### config.mk
export PLATFORM = sky130hd
export DESIGN_NAME = lcd_frame_scheduler_flat
export DESIGN_NICKNAME = d
export VERILOG_FILES = /design/src/rtl/lcd_pkg.sv /design/src/rtl/lcd_frame_scheduler_if.sv /design/src/rtl/lcd_msg_rom.sv /design/src/rtl/lcd_frame_scheduler.sv /design/src/flat_wrapper.sv
export SDC_FILE = /design/constraint.sdc
export NUM_CORES = 1
export LEC_CHECK = 0
export CAP_MARGIN = 20
export CORE_UTILIZATION = 45
export CTS_CLUSTER_SIZE = 16
export DETAILED_ROUTE_END_ITERATION = 10
export GPL_TIMING_DRIVEN = 0
export PLACE_DENSITY = 0.69
export SLEW_MARGIN = 20
export SYNTH_ARGS = -nofsm -noshare
export SYNTH_HDL_FRONTEND = slang
export SYNTH_SLANG_ARGS = --single-unit
### constraint.sdc
create_clock -name clk -period 4.1 [get_ports clk]
set_clock_uncertainty 0.15 [all_clocks]
set_input_delay 1.23 -clock clk [delete_from_list [all_inputs] [get_ports clk]]
set_output_delay 1.23 -clock clk [all_outputs]
set_load 0.01 [all_outputs]
### src/rtl/lcd_pkg.sv
// Shared constants, enums and helpers for the LCD frame scheduler.
package lcd_pkg;

    localparam logic [1:0] OPER_INSTR = 2'b00;
    localparam logic [1:0] OPER_DATA  = 2'b01;

    localparam logic [7:0] CH_SPACE = 8'h20;
    localparam logic [7:0] CH_ZERO  = 8'h30;
    localparam logic [7:0] CH_COLON = 8'h3A;
    localparam logic [7:0] CH_QUEST = 8'h3F;
    localparam logic [7:0] CH_A     = 8'h41;
    localparam logic [7:0] CH_B     = 8'h42;

    localparam logic [4:0] INIT_LAST = 5'd3;
    localparam logic [4:0] LINE_LAST = 5'd16;

    typedef enum logic [1:0] {FR_INIT, FR_REFRESH, FR_MESSAGE} frame_e;
    typedef enum logic [1:0] {ST_IDLE, ST_ISSUE, ST_WAIT_LOW, ST_WAIT_HIGH} state_e;

    function automatic logic [7:0] init_byte(input logic [1:0] i);
        case (i)
            2'd0:    return 8'h38;
            2'd1:    return 8'h0C;
            2'd2:    return 8'h06;
            default: return 8'h01;
        endcase
    endfunction

    function automatic logic [7:0] bcd_char(input logic [3:0] d);
        return (d <= 4'd9) ? (CH_ZERO + {4'h0, d}) : CH_QUEST;
    endfunction

endpackage

### src/rtl/lcd_frame_scheduler_if.sv
// Command port between the frame scheduler (master) and the LCD driver (slave).
interface lcd_frame_scheduler_if;
    logic [7:0] lcd_data;
    logic [1:0] lcd_oper;
    logic       lcd_enb;
    logic       lcd_rdy;

    modport master (output lcd_data, lcd_oper, lcd_enb, input lcd_rdy);
    modport slave  (input lcd_data, lcd_oper, lcd_enb, output lcd_rdy);
endinterface

### src/rtl/lcd_msg_rom.sv
// Fixed 16-character line-2 messages, one character per (msg_id, idx).
module lcd_msg_rom (
    input  logic [1:0] msg_id_i,
    input  logic [3:0] idx_i,
    output logic [7:0] char_o
);
    logic [127:0] line_s;

    // Message select; character 0 sits in the top byte, so its base bit is {~idx,3'b111}.
    always_comb begin
        case (msg_id_i)
            2'd0:    line_s = "SET TIME        ";
            2'd1:    line_s = "A WINS ON TIME  ";
            2'd2:    line_s = "B WINS ON TIME  ";
            default: line_s = "PAUSED          ";
        endcase
        char_o = line_s[{~idx_i, 3'b111} -: 8];
    end
endmodule

### src/rtl/lcd_frame_scheduler.sv
// Shares the LCD command port between init, line-1 refresh and line-2 message frames,
// issuing one byte per RDY handshake with a per-byte timeout.
module lcd_frame_scheduler
    import lcd_pkg::*;
#(
    parameter logic [15:0] TIMEOUT_CYC = 16'd50000,
    parameter logic [7:0]  L1_ADDR     = 8'h80,
    parameter logic [7:0]  L2_ADDR     = 8'hC0
) (
    input  logic                  clk,
    input  logic                  rst,
    input  logic [31:0]           count_time_i,
    input  logic                  refresh_tick_i,
    input  logic                  msg_req_i,
    input  logic [1:0]            msg_id_i,
    output logic                  msg_ack_o,
    lcd_frame_scheduler_if.master lcd,
    output logic                  busy_o,
    output logic                  err_o
);
    state_e      state_q;
    frame_e      frame_q;
    logic [4:0]  idx_q;
    logic [15:0] tmo_q;
    logic [31:0] snap_q;
    logic [1:0]  msg_id_q;
    logic        init_pend_q, refresh_pend_q, msg_pend_q;
    logic        msg_ack_q, err_q, enb_q;
    logic [7:0]  data_q;
    logic [1:0]  oper_q;

    logic [3:0]  pos_s;
    logic [7:0]  rom_char_s, line1_s, byte_d;
    logic [1:0]  oper_d;
    logic        last_s, tmo_hit_s, abort_s, done_s;

    assign pos_s = idx_q[3:0] - 4'd1;

    lcd_msg_rom u_msg_rom (
        .msg_id_i (msg_id_q),
        .idx_i    (pos_s),
        .char_o   (rom_char_s)
    );

    // Line-1 character at position pos_s: "A mm:ss  B mm:ss" from the snapshot.
    always_comb begin
        case (pos_s)
            4'd0:    line1_s = CH_A;
            4'd2:    line1_s = bcd_char(snap_q[31:28]);
            4'd3:    line1_s = bcd_char(snap_q[27:24]);
            4'd4:    line1_s = CH_COLON;
            4'd5:    line1_s = bcd_char(snap_q[23:20]);
            4'd6:    line1_s = bcd_char(snap_q[19:16]);
            4'd9:    line1_s = CH_B;
            4'd11:   line1_s = bcd_char(snap_q[15:12]);
            4'd12:   line1_s = bcd_char(snap_q[11:8]);
            4'd13:   line1_s = CH_COLON;
            4'd14:   line1_s = bcd_char(snap_q[7:4]);
            4'd15:   line1_s = bcd_char(snap_q[3:0]);
            default: line1_s = CH_SPACE;
        endcase
    end

    // Byte/oper for the current frame position, plus end-of-frame conditions.
    always_comb begin
        byte_d = 8'h00;
        oper_d = OPER_DATA;
        case (frame_q)
            FR_INIT: begin
                byte_d = init_byte(idx_q[1:0]);
                oper_d = OPER_INSTR;
            end
            FR_REFRESH: begin
                if (idx_q == 5'd0) begin
                    byte_d = L1_ADDR;
                    oper_d = OPER_INSTR;
                end else begin
                    byte_d = line1_s;
                end
            end
            FR_MESSAGE: begin
                if (idx_q == 5'd0) begin
                    byte_d = L2_ADDR;
                    oper_d = OPER_INSTR;
                end else begin
                    byte_d = rom_char_s;
                end
            end
            default: begin
                byte_d = 8'h00;
                oper_d = OPER_INSTR;
            end
        endcase
        last_s    = (frame_q == FR_INIT) ? (idx_q == INIT_LAST) : (idx_q == LINE_LAST);
        tmo_hit_s = (tmo_q == (TIMEOUT_CYC - 16'd1));
        abort_s   = tmo_hit_s && (((state_q == ST_WAIT_LOW) && lcd.lcd_rdy) ||
                                  ((state_q == ST_WAIT_HIGH) && !lcd.lcd_rdy));
        done_s    = (state_q == ST_WAIT_HIGH) && lcd.lcd_rdy && last_s;
    end

    // Frame arbitration, byte handshake FSM, pendings and registered outputs.
    always_ff @(posedge clk) begin
        if (rst) begin
            state_q        <= ST_IDLE;
            frame_q        <= FR_INIT;
            idx_q          <= 5'd0;
            tmo_q          <= 16'd0;
            snap_q         <= 32'd0;
            msg_id_q       <= 2'd0;
            init_pend_q    <= 1'b1;
            refresh_pend_q <= 1'b0;
            msg_pend_q     <= 1'b0;
            msg_ack_q      <= 1'b0;
            err_q          <= 1'b0;
            enb_q          <= 1'b0;
            data_q         <= 8'h00;
            oper_q         <= OPER_INSTR;
        end else begin
            msg_ack_q <= 1'b0;
            enb_q     <= 1'b0;
            if (msg_req_i && !msg_pend_q) begin
                msg_pend_q <= 1'b1;
                msg_id_q   <= msg_id_i;
            end
            case (state_q)
                ST_IDLE: begin
                    idx_q <= 5'd0;
                    if (init_pend_q) begin
                        frame_q     <= FR_INIT;
                        init_pend_q <= 1'b0;
                        state_q     <= ST_ISSUE;
                    end else if (msg_pend_q) begin
                        frame_q <= FR_MESSAGE;
                        state_q <= ST_ISSUE;
                    end else if (refresh_pend_q) begin
                        frame_q        <= FR_REFRESH;
                        snap_q         <= count_time_i;
                        refresh_pend_q <= 1'b0;
                        state_q        <= ST_ISSUE;
                    end
                end
                ST_ISSUE: begin
                    if (lcd.lcd_rdy) begin
                        enb_q   <= 1'b1;
                        data_q  <= byte_d;
                        oper_q  <= oper_d;
                        tmo_q   <= 16'd0;
                        state_q <= ST_WAIT_LOW;
                    end
                end
                ST_WAIT_LOW: begin
                    tmo_q <= tmo_q + 16'd1;
                    if (!lcd.lcd_rdy) begin
                        state_q <= ST_WAIT_HIGH;
                    end
                end
                ST_WAIT_HIGH: begin
                    tmo_q <= tmo_q + 16'd1;
                    if (lcd.lcd_rdy) begin
                        idx_q   <= idx_q + 5'd1;
                        state_q <= ST_ISSUE;
                    end
                end
                default: state_q <= ST_IDLE;
            endcase
            // Completion and abort override the handshake step above.
            if (abort_s || done_s) begin
                state_q <= ST_IDLE;
                if (frame_q == FR_MESSAGE) begin
                    msg_ack_q  <= 1'b1;
                    msg_pend_q <= 1'b0;
                end
            end
            if (abort_s) begin
                err_q <= 1'b1;
            end
            // A tick landing in the refresh start cycle is kept rather than lost.
            if (refresh_tick_i) begin
                refresh_pend_q <= 1'b1;
            end
        end
    end

    assign lcd.lcd_data = data_q;
    assign lcd.lcd_oper = oper_q;
    assign lcd.lcd_enb  = enb_q;
    assign msg_ack_o    = msg_ack_q;
    assign err_o        = err_q;
    assign busy_o       = (state_q != ST_IDLE) || init_pend_q || msg_pend_q || refresh_pend_q;

endmodule

### src/flat_wrapper.sv
// flat-port wrapper written by rule: the top's interface ports become plain ports
module lcd_frame_scheduler_flat import lcd_pkg::*;
#(
    parameter logic [15:0] TIMEOUT_CYC = 16'd50000,
    parameter logic [7:0]  L1_ADDR     = 8'h80,
    parameter logic [7:0]  L2_ADDR     = 8'hC0
)
  (clk, rst, count_time_i, refresh_tick_i, msg_req_i, msg_id_i, msg_ack_o, busy_o, err_o, lcd_lcd_data, lcd_lcd_oper, lcd_lcd_enb, lcd_lcd_rdy);
  lcd_frame_scheduler_if lcd_i ();
  input  logic clk;
  input  logic rst;
  input  logic [31:0] count_time_i;
  input  logic refresh_tick_i;
  input  logic msg_req_i;
  input  logic [1:0] msg_id_i;
  output logic msg_ack_o;
  output logic busy_o;
  output logic err_o;
  output wire logic [$bits(lcd_i.lcd_data)-1:0] lcd_lcd_data;
  output wire logic [$bits(lcd_i.lcd_oper)-1:0] lcd_lcd_oper;
  output wire logic [$bits(lcd_i.lcd_enb)-1:0] lcd_lcd_enb;
  input wire logic [$bits(lcd_i.lcd_rdy)-1:0] lcd_lcd_rdy;
  assign lcd_lcd_data = lcd_i.lcd_data;
  assign lcd_lcd_oper = lcd_i.lcd_oper;
  assign lcd_lcd_enb = lcd_i.lcd_enb;
  assign lcd_i.lcd_rdy = lcd_lcd_rdy;
  lcd_frame_scheduler #(.TIMEOUT_CYC(TIMEOUT_CYC), .L1_ADDR(L1_ADDR), .L2_ADDR(L2_ADDR)) u_core (.clk(clk), .rst(rst), .count_time_i(count_time_i), .refresh_tick_i(refresh_tick_i), .msg_req_i(msg_req_i), .msg_id_i(msg_id_i), .msg_ack_o(msg_ack_o), .lcd(lcd_i), .busy_o(busy_o), .err_o(err_o));
endmodule
==> results of run 1 <==
[sequential cells by signal, summed over array words and instances, names as in the netlist]
name / flops
u_core.tmo_q: 16
u_core.lcd.lcd_oper: 1
u_core.init_pend_q: 1
u_core.msg_pend_q: 1
u_core.err_o: 1
u_core.idx_q: 5
u_core.msg_ack_o: 1
u_core.lcd.lcd_data: 8
u_core.state_q: 2
u_core.msg_id_q: 2
u_core.snap_q: 32
u_core.lcd.lcd_enb: 1
u_core.frame_q: 2
u_core.refresh_pend_q: 1
[synth_stat cells (all sizes together) (9+ instances only)]
master and number:
clkbuf 23, nor3 14, inv 19, nor2 51
buf 11, a21oi 72, dfxtp 74, o21ai 25
o211ai 9, xor2 11, and3 11, nand3 12
nand2 106, ha 22
[through the flow]
stage                     setup slack, ns  hold WS [ns]  total power [W]  cell area [µm²]
after floorplan                      1.13         0.281          0.00119             4380
after global placement             0.0609         0.289          0.00136             5050
after detailed placement           0.0843         0.292          0.00138             5050
after CTS                          0.0742         0.305          0.00209             5300
after global routing               0.0537         0.328          0.00220             5310
final                               0.329         0.303          0.00208             5310
[worst reg2reg max path: stages, from the launching register on]
cell	delay, ns
dfxtp_1	0.42
buf_6	0.17
clkbuf_1	0.34
clkinv_1	0.43
ha_1	0.34
buf_4	0.18
xnor2_2	0.39
clkbuf_1	0.46
o21ai_0	0.18
a32o_1	0.30
o21ai_0	0.21
nand3_1	0.10
[cells in the final DEF (no fill, tap or decap), types with 4 or more instances in the layout]
master / n
nand2_1: 106
dfxtp_1: 74
xnor2_1: 4
a311oi_1: 6
nand3_1: 12
inv_1: 19
o21a_1: 6
and2_1: 5
o21ai_0: 24
clkbuf_8: 9
nor2b_1: 6
clkbuf_1: 23
a21oi_1: 72
a21o_1: 6
o22ai_1: 6
and3_1: 11
nor2_1: 51
ha_1: 22
nand4_1: 8
xor2_1: 10
nand2b_1: 4
a32oi_1: 4
a31oi_1: 6
o211ai_1: 9
nor3_1: 12
o2111ai_1: 4
clkdlybuf4s50_1: 51
[layout make-up]
| cell class | instances | area, µm² |
|---|---|---|
| fillers | 907 | 4010 |
| multi-input cells | 451 | 2670 |
| flip-flops and latches | 74 | 1480 |
| repair buffers | 51 | 510 |
| plain buffers | 34 | 164 |
| well taps | 129 | 161 |
| clock buffers | 9 | 124 |
| clock inverters | 7 | 124 |
| inverters | 20 | 75.1 |
[metal layers]
metal	part of all wire, %	up-vias
met4	1.5	0
met5	0	-
met1	47	2044
met3	5.4	15
li1	-	2199
met2	46	111
[logic make-up after synthesis]
kind of cell    share of synthesized area, %
buf+inv                                 5.45
compound gates                          25.6
simple gates                            24.4
other cells                           0.0856
flops                                   33.8
xor+xnor                                3.63
fa+ha+maj                               6.28
mux                                    0.685
[timing repair]
item	in CTS	in global routing
endpoints found under the setup margin	0	4
hold endpoints to repair	0	0
gates resized for setup	0	1
setup buffers	0	0
hold buffers	0	0
[how the worst min path moves through the flow]
stage | slack, ns | end | cells after the start | start
after CTS | 0.31 | u_core.err_o | 2 | u_core.err_o
after global routing | 0.33 | u_core.snap_q[24] | 2 | u_core.snap_q[24]
after global placement | 0.29 | u_core.err_o | 2 | u_core.err_o
after detailed placement | 0.29 | u_core.err_o | 2 | u_core.err_o
after floorplan | 0.28 | u_core.snap_q[12] | 2 | u_core.snap_q[12]
final | 0.30 | u_core.err_o | 2 | u_core.err_o
[power groups by stage]
stage / combinational [W] / clock, W / sequential [W]
final: 0.000547 / 0.000708 / 0.000824
after global routing: 0.000609 / 0.000754 / 0.000834
after CTS: 0.000540 / 0.000722 / 0.000824
after detailed placement: 0.000537 / 0 / 0.000841
after global placement: 0.000526 / 0 / 0.000836
after floorplan: 0.000363 / 0 / 0.000832
==> flow_summary.yaml, run 1 <==
clock_network:
  cts_tree: "yes"
  clockBufferDepth: 2
  cts_buffers: 9
  cts.sinks: 74
  cts_max_level: 3
  insertion_delay_ns: 0.36
  clk_pin_slew_ns: 0.08
  cts-root-buf: "clkbuf_8"
global_routing:
  gr-usage-met1_pct: 33.8
  use_met3_pct: 4.65
  grtUsageTotal_pct: 24.9
  antenna_found_initial: 0
  grt_pass1_wl_um: 19700
  use_met2_pct: 40.0
  overflow: 0
  grt_pass1_vias: 4014
  grt.busiest_layer: "met2"
  grt_max_degree: 15
sta:
  hold_viol: 0
  fin_crit_sh_pct: 92.0
  timing.final.crit_period_ns: 3.77
  relSlewSlack_pct: 29.6
  fmax_mhz: 265
  worst_pin_slew_ns: 1.04
  fin_setup_tns_ns: 0
  grt_setup_unrepaired: "false"
  setup_violations: 0
  slew_violations: 0
routing:
  drtPass1Iterations: 5
  viasPerCell: 5.64
  wl_per_cell_um: 15.4
  antenna_left: 0
  vias: 4369
  drt_iter0_drc: 267
  drc: 0
  wl_um: 12000
critical_path:
  cp-end-kind: "register"
  crit_arrival_ns: 3.87
  cp_cell_sequence: "buf_6 -> clkbuf_1 -> clkinv_1 -> ha_1 -> buf_4 -> xnor2_2 -> clkbuf_1 -> o21ai_0 -> a32o_1 -> o21ai_0 -> nand3_1"
  critical_path.startpoint: "u_core.idx_q[0]"
  timing.rr.start: "u_core.idx_q[0]"
  worst-path-max-fanout: 11
  cp_slowest_stage_delay_ns: 0.45
  path_depth: 11
  rrSetupSlack_ns: 0.33
  crit_family: "buffers and inverters"
  critPathKind: "register to register"
  r2r_end: "u_core.lcd.lcd_data[0]"
  cp-start-kind: "register"
  critPathBufInv: 5
  r2r_cells: 11
  crit_end: "u_core.lcd.lcd_data[0]"
  cp.required_ns: 4.20
  crit_slowest_cell: "clkbuf_1"
pwr:
  p_per_area_mw_per_mm2: 391
  ir_drop_mv: 0.229
  cellLeakagePower_nw: 1.91
  netSwitchingFraction_pct: 33.0
  p_switching_w: 0.000686
  pwr-share-comb_pct: 26.3
  p_seq_share_pct: 39.6
  internal_power_w: 0.00139
  pwr-share-clk_pct: 34.1
logic_synthesis:
  ys_ff_latch: 74
  synthFlopType: "dfxtp_1"
  ys.warnings.count: 0
  yosysSeqAreaShare_pct: 33.8
  yosysTopAreaCell: "dfxtp_1"
  syn_area_mm2: 0.00438
  synth_top_area_share_pct: 33.8
  synthArstFlopShare_pct: 0
  synth_edf_count: 0
  syn_inst: 579
  yosys-top-cells-area: "dfxtp_1 (34%), nand2_1 (9.1%), a21oi_1 (8.2%)"
  avgSynthCellArea_um2: 7.57
  synth.distinct_cells: 63
  synth_nets: 640
floorplanning:
  initial_core_util_pct: 47.0
  rows: 35
  die_w_um: 101
  die_area_mm2: 0.0101
  ios: 53
  placeableCoreArea_mm2: 0.00933
  die_height_um: 101
placed_design:
  place_inst: 759
  gp_congestion: 0.900
  hpwl_um: 9040
  port_buffers: 51
final_layout:
  fin_nets: 702
  area_growth_pct: 21.3
  drive_above_1_share_pct: 5.42
  fin_util_pct: 57.0
  final_cell_count_no_fill: 775
  n_antenna_cell: 0
status:
  status: "finished, final reports clean"
job:
  max_cap_viol_count: 0
hold_path:
  hp-class: "register to register"
No activity file was read; power rests on OpenSTA's default activity.
==> run 2, diff against run 1 <==
--- a/config.mk
+++ b/config.mk
@@ -10,7 +10,7 @@
 export CTS_CLUSTER_SIZE = 16
 export DETAILED_ROUTE_END_ITERATION = 10
 export GPL_TIMING_DRIVEN = 0
-export PLACE_DENSITY = 0.69
+export PLACE_DENSITY = 0.7
 export SLEW_MARGIN = 20
 export SYNTH_ARGS = -nofsm -noshare
 export SYNTH_HDL_FRONTEND = slang
==> flow_summary.yaml, run 2 (synthesis results as in run 1) <==
sta:
  timing.final.crit_period_ns: 3.73
  hold_slack_ns: 0.299
  grt_setup_unrepaired: "false"
  setup_violations: 0
  slew_violations: 0
  relSlewSlack_pct: 31.7
  worst_pin_slew_ns: 1.01
  fmax_mhz: 268
  fin_crit_sh_pct: 90.9
  fin_setup_tns_ns: 0
  hold_viol: 0
clock_network:
  clockBufferDepth: 2
  hold_buffers: 0
  cts.sinks: 74
  cts_setup_buffers: 0
  cts-resized-gates: 0
  cts_buffers: 9
  clk_pin_slew_ns: 0.09
  cts_max_level: 3
  cts_tree: "yes"
  cts-root-buf: "clkbuf_8"
  insertion_delay_ns: 0.36
routing:
  vias: 4394
  viasPerCell: 5.67
  antenna_left: 0
  drc: 0
  drtPass1Iterations: 6
  wl_um: 11800
  drt_iter0_drc: 473
  wl_per_cell_um: 15.2
global_routing:
  gr-usage-met1_pct: 32.7
  use_met3_pct: 3.74
  grt.busiest_layer: "met2"
  grt_max_degree: 14
  grtUsageTotal_pct: 24.2
  grt_pass1_vias: 3951
  antenna_found_initial: 0
  overflow: 0
  grt_pass1_wl_um: 19300
  use_met2_pct: 38.8
floorplanning:
  die_height_um: 101
  rows: 35
  ios: 53
  initial_core_util_pct: 47.0
  placeableCoreArea_mm2: 0.00933
  die_area_mm2: 0.0101
  die_w_um: 101
critical_path:
  cp_cell_sequence: "buf_6 -> clkbuf_1 -> clkinv_1 -> ha_1 -> buf_4 -> xnor2_2 -> clkbuf_1 -> o31ai_1 -> o21ai_0 -> a21oi_1 -> o21ai_0 -> nand3_1"
  crit_family: "buffers and inverters"
  crit_arrival_ns: 3.83
  critPathKind: "register to register"
  crit_slowest_cell: "clkinv_1"
  cp-end-kind: "register"
  worst-path-max-fanout: 11
  cp_slowest_stage_delay_ns: 0.45
  critPathBufInv: 5
  cp-start-kind: "register"
  cp.required_ns: 4.20
final_layout:
  stdcell_area_mm2: 0.00527
  final_common_cell: "nand2_1"
  fin_util_pct: 56.5
  regArea_mm2: 0.00148
  largest_reg_flops: 32
  drive_above_1_share_pct: 5.42
  n_antenna_cell: 0
  fill_cells: 919
  multi_input_comb_area_mm2: 0.00267
  area_growth_pct: 20.2
  largest-register: "u_core.snap_q"
  layout_common_cells: "nand2_1 (106), dfxtp_1 (74), a21oi_1 (72)"
  fin_nets: 702
placed_design:
  hpwl_um: 9010
  port_buffers: 51
  placed_area_mm2: 0.00505
  gp_congestion: 0.900
pwr:
  p_per_area_mw_per_mm2: 371
  power_w: 0.00196
  cellLeakagePower_nw: 1.89
  ir_drop_mv: 0.158
job:
  max_cap_viol_count: 0
hold_path:
  hp-class: "register to register"
status:
  status: "finished, final reports clean"
[run 2: cell count changes in the layout (fill, tap and decap cells not counted)]
| cell | change |
|---|---|
| bufinv_16 | -2 |
| clkbuf_8 | +1 |
| clkinv_2 | +2 |
| inv_6 | -1 |
[run 2: power by group]
part           leakage (nW)  switching [W]  total [W]  internal [W]
registers             0.599      0.0000514   0.000823      0.000772
clock network         0.103       0.000288   0.000587      0.000299
logic                  1.19       0.000332   0.000546      0.000213
total                  1.89       0.000672    0.00196       0.00128
[run 2: final cells by class]
class                           count  area share, %
Multi-Input combinational cell    451           50.7
Inverter                           20           1.42
Buffer                             34           3.11
Timing Repair Buffer               51           9.69
Clock inverter                      6           1.23
Tap cell                          129           3.06
Sequential cell                    74           28.1
Clock buffer                       10           2.61
[run 2: layer usage]
layer | wire length, µm | vias up
met2 | 5370 | 139
met3 | 648 | 20
met4 | 231 | 0
met1 | 5570 | 2043
li1 | - | 2192
met5 | 0 | -
[run 2: worst register-to-register path, delay by kind of cell, from the launching register on]
family | cells | cell delay [ns]
buffers and inverters | 5 | 1.62
adder cells (fa/ha/maj) | 1 | 0.34
AND/OR/NAND/NOR | 1 | 0.09
flip-flops | 1 | 0.42
XOR/XNOR | 1 | 0.38
AO/OA/AOI/OAI | 4 | 0.62
[run 2: worst paths after layout]
| kind | from | endpoint | slack, ns | cells past startpoint |
|---|---|---|---|---|
| max | u_core.idx_q[0] | u_core.lcd.lcd_data[0] | 0.37 | 12 |
| min | u_core.err_o | u_core.err_o | 0.30 | 2 |
| max reg2reg | u_core.idx_q[0] | u_core.lcd.lcd_data[0] | 0.37 | 12 |
| min reg2reg | u_core.err_o | u_core.err_o | 0.30 | 2 |
[run 2: per-stage QoR]
stage | setup WS, ns | cells
after floorplan | 1.13 | 579
after global placement | 0.175 | 759
after detailed placement | 0.186 | 759
after CTS | 0.158 | 775
after global routing | 0.0770 | 775
final | 0.373 | 775
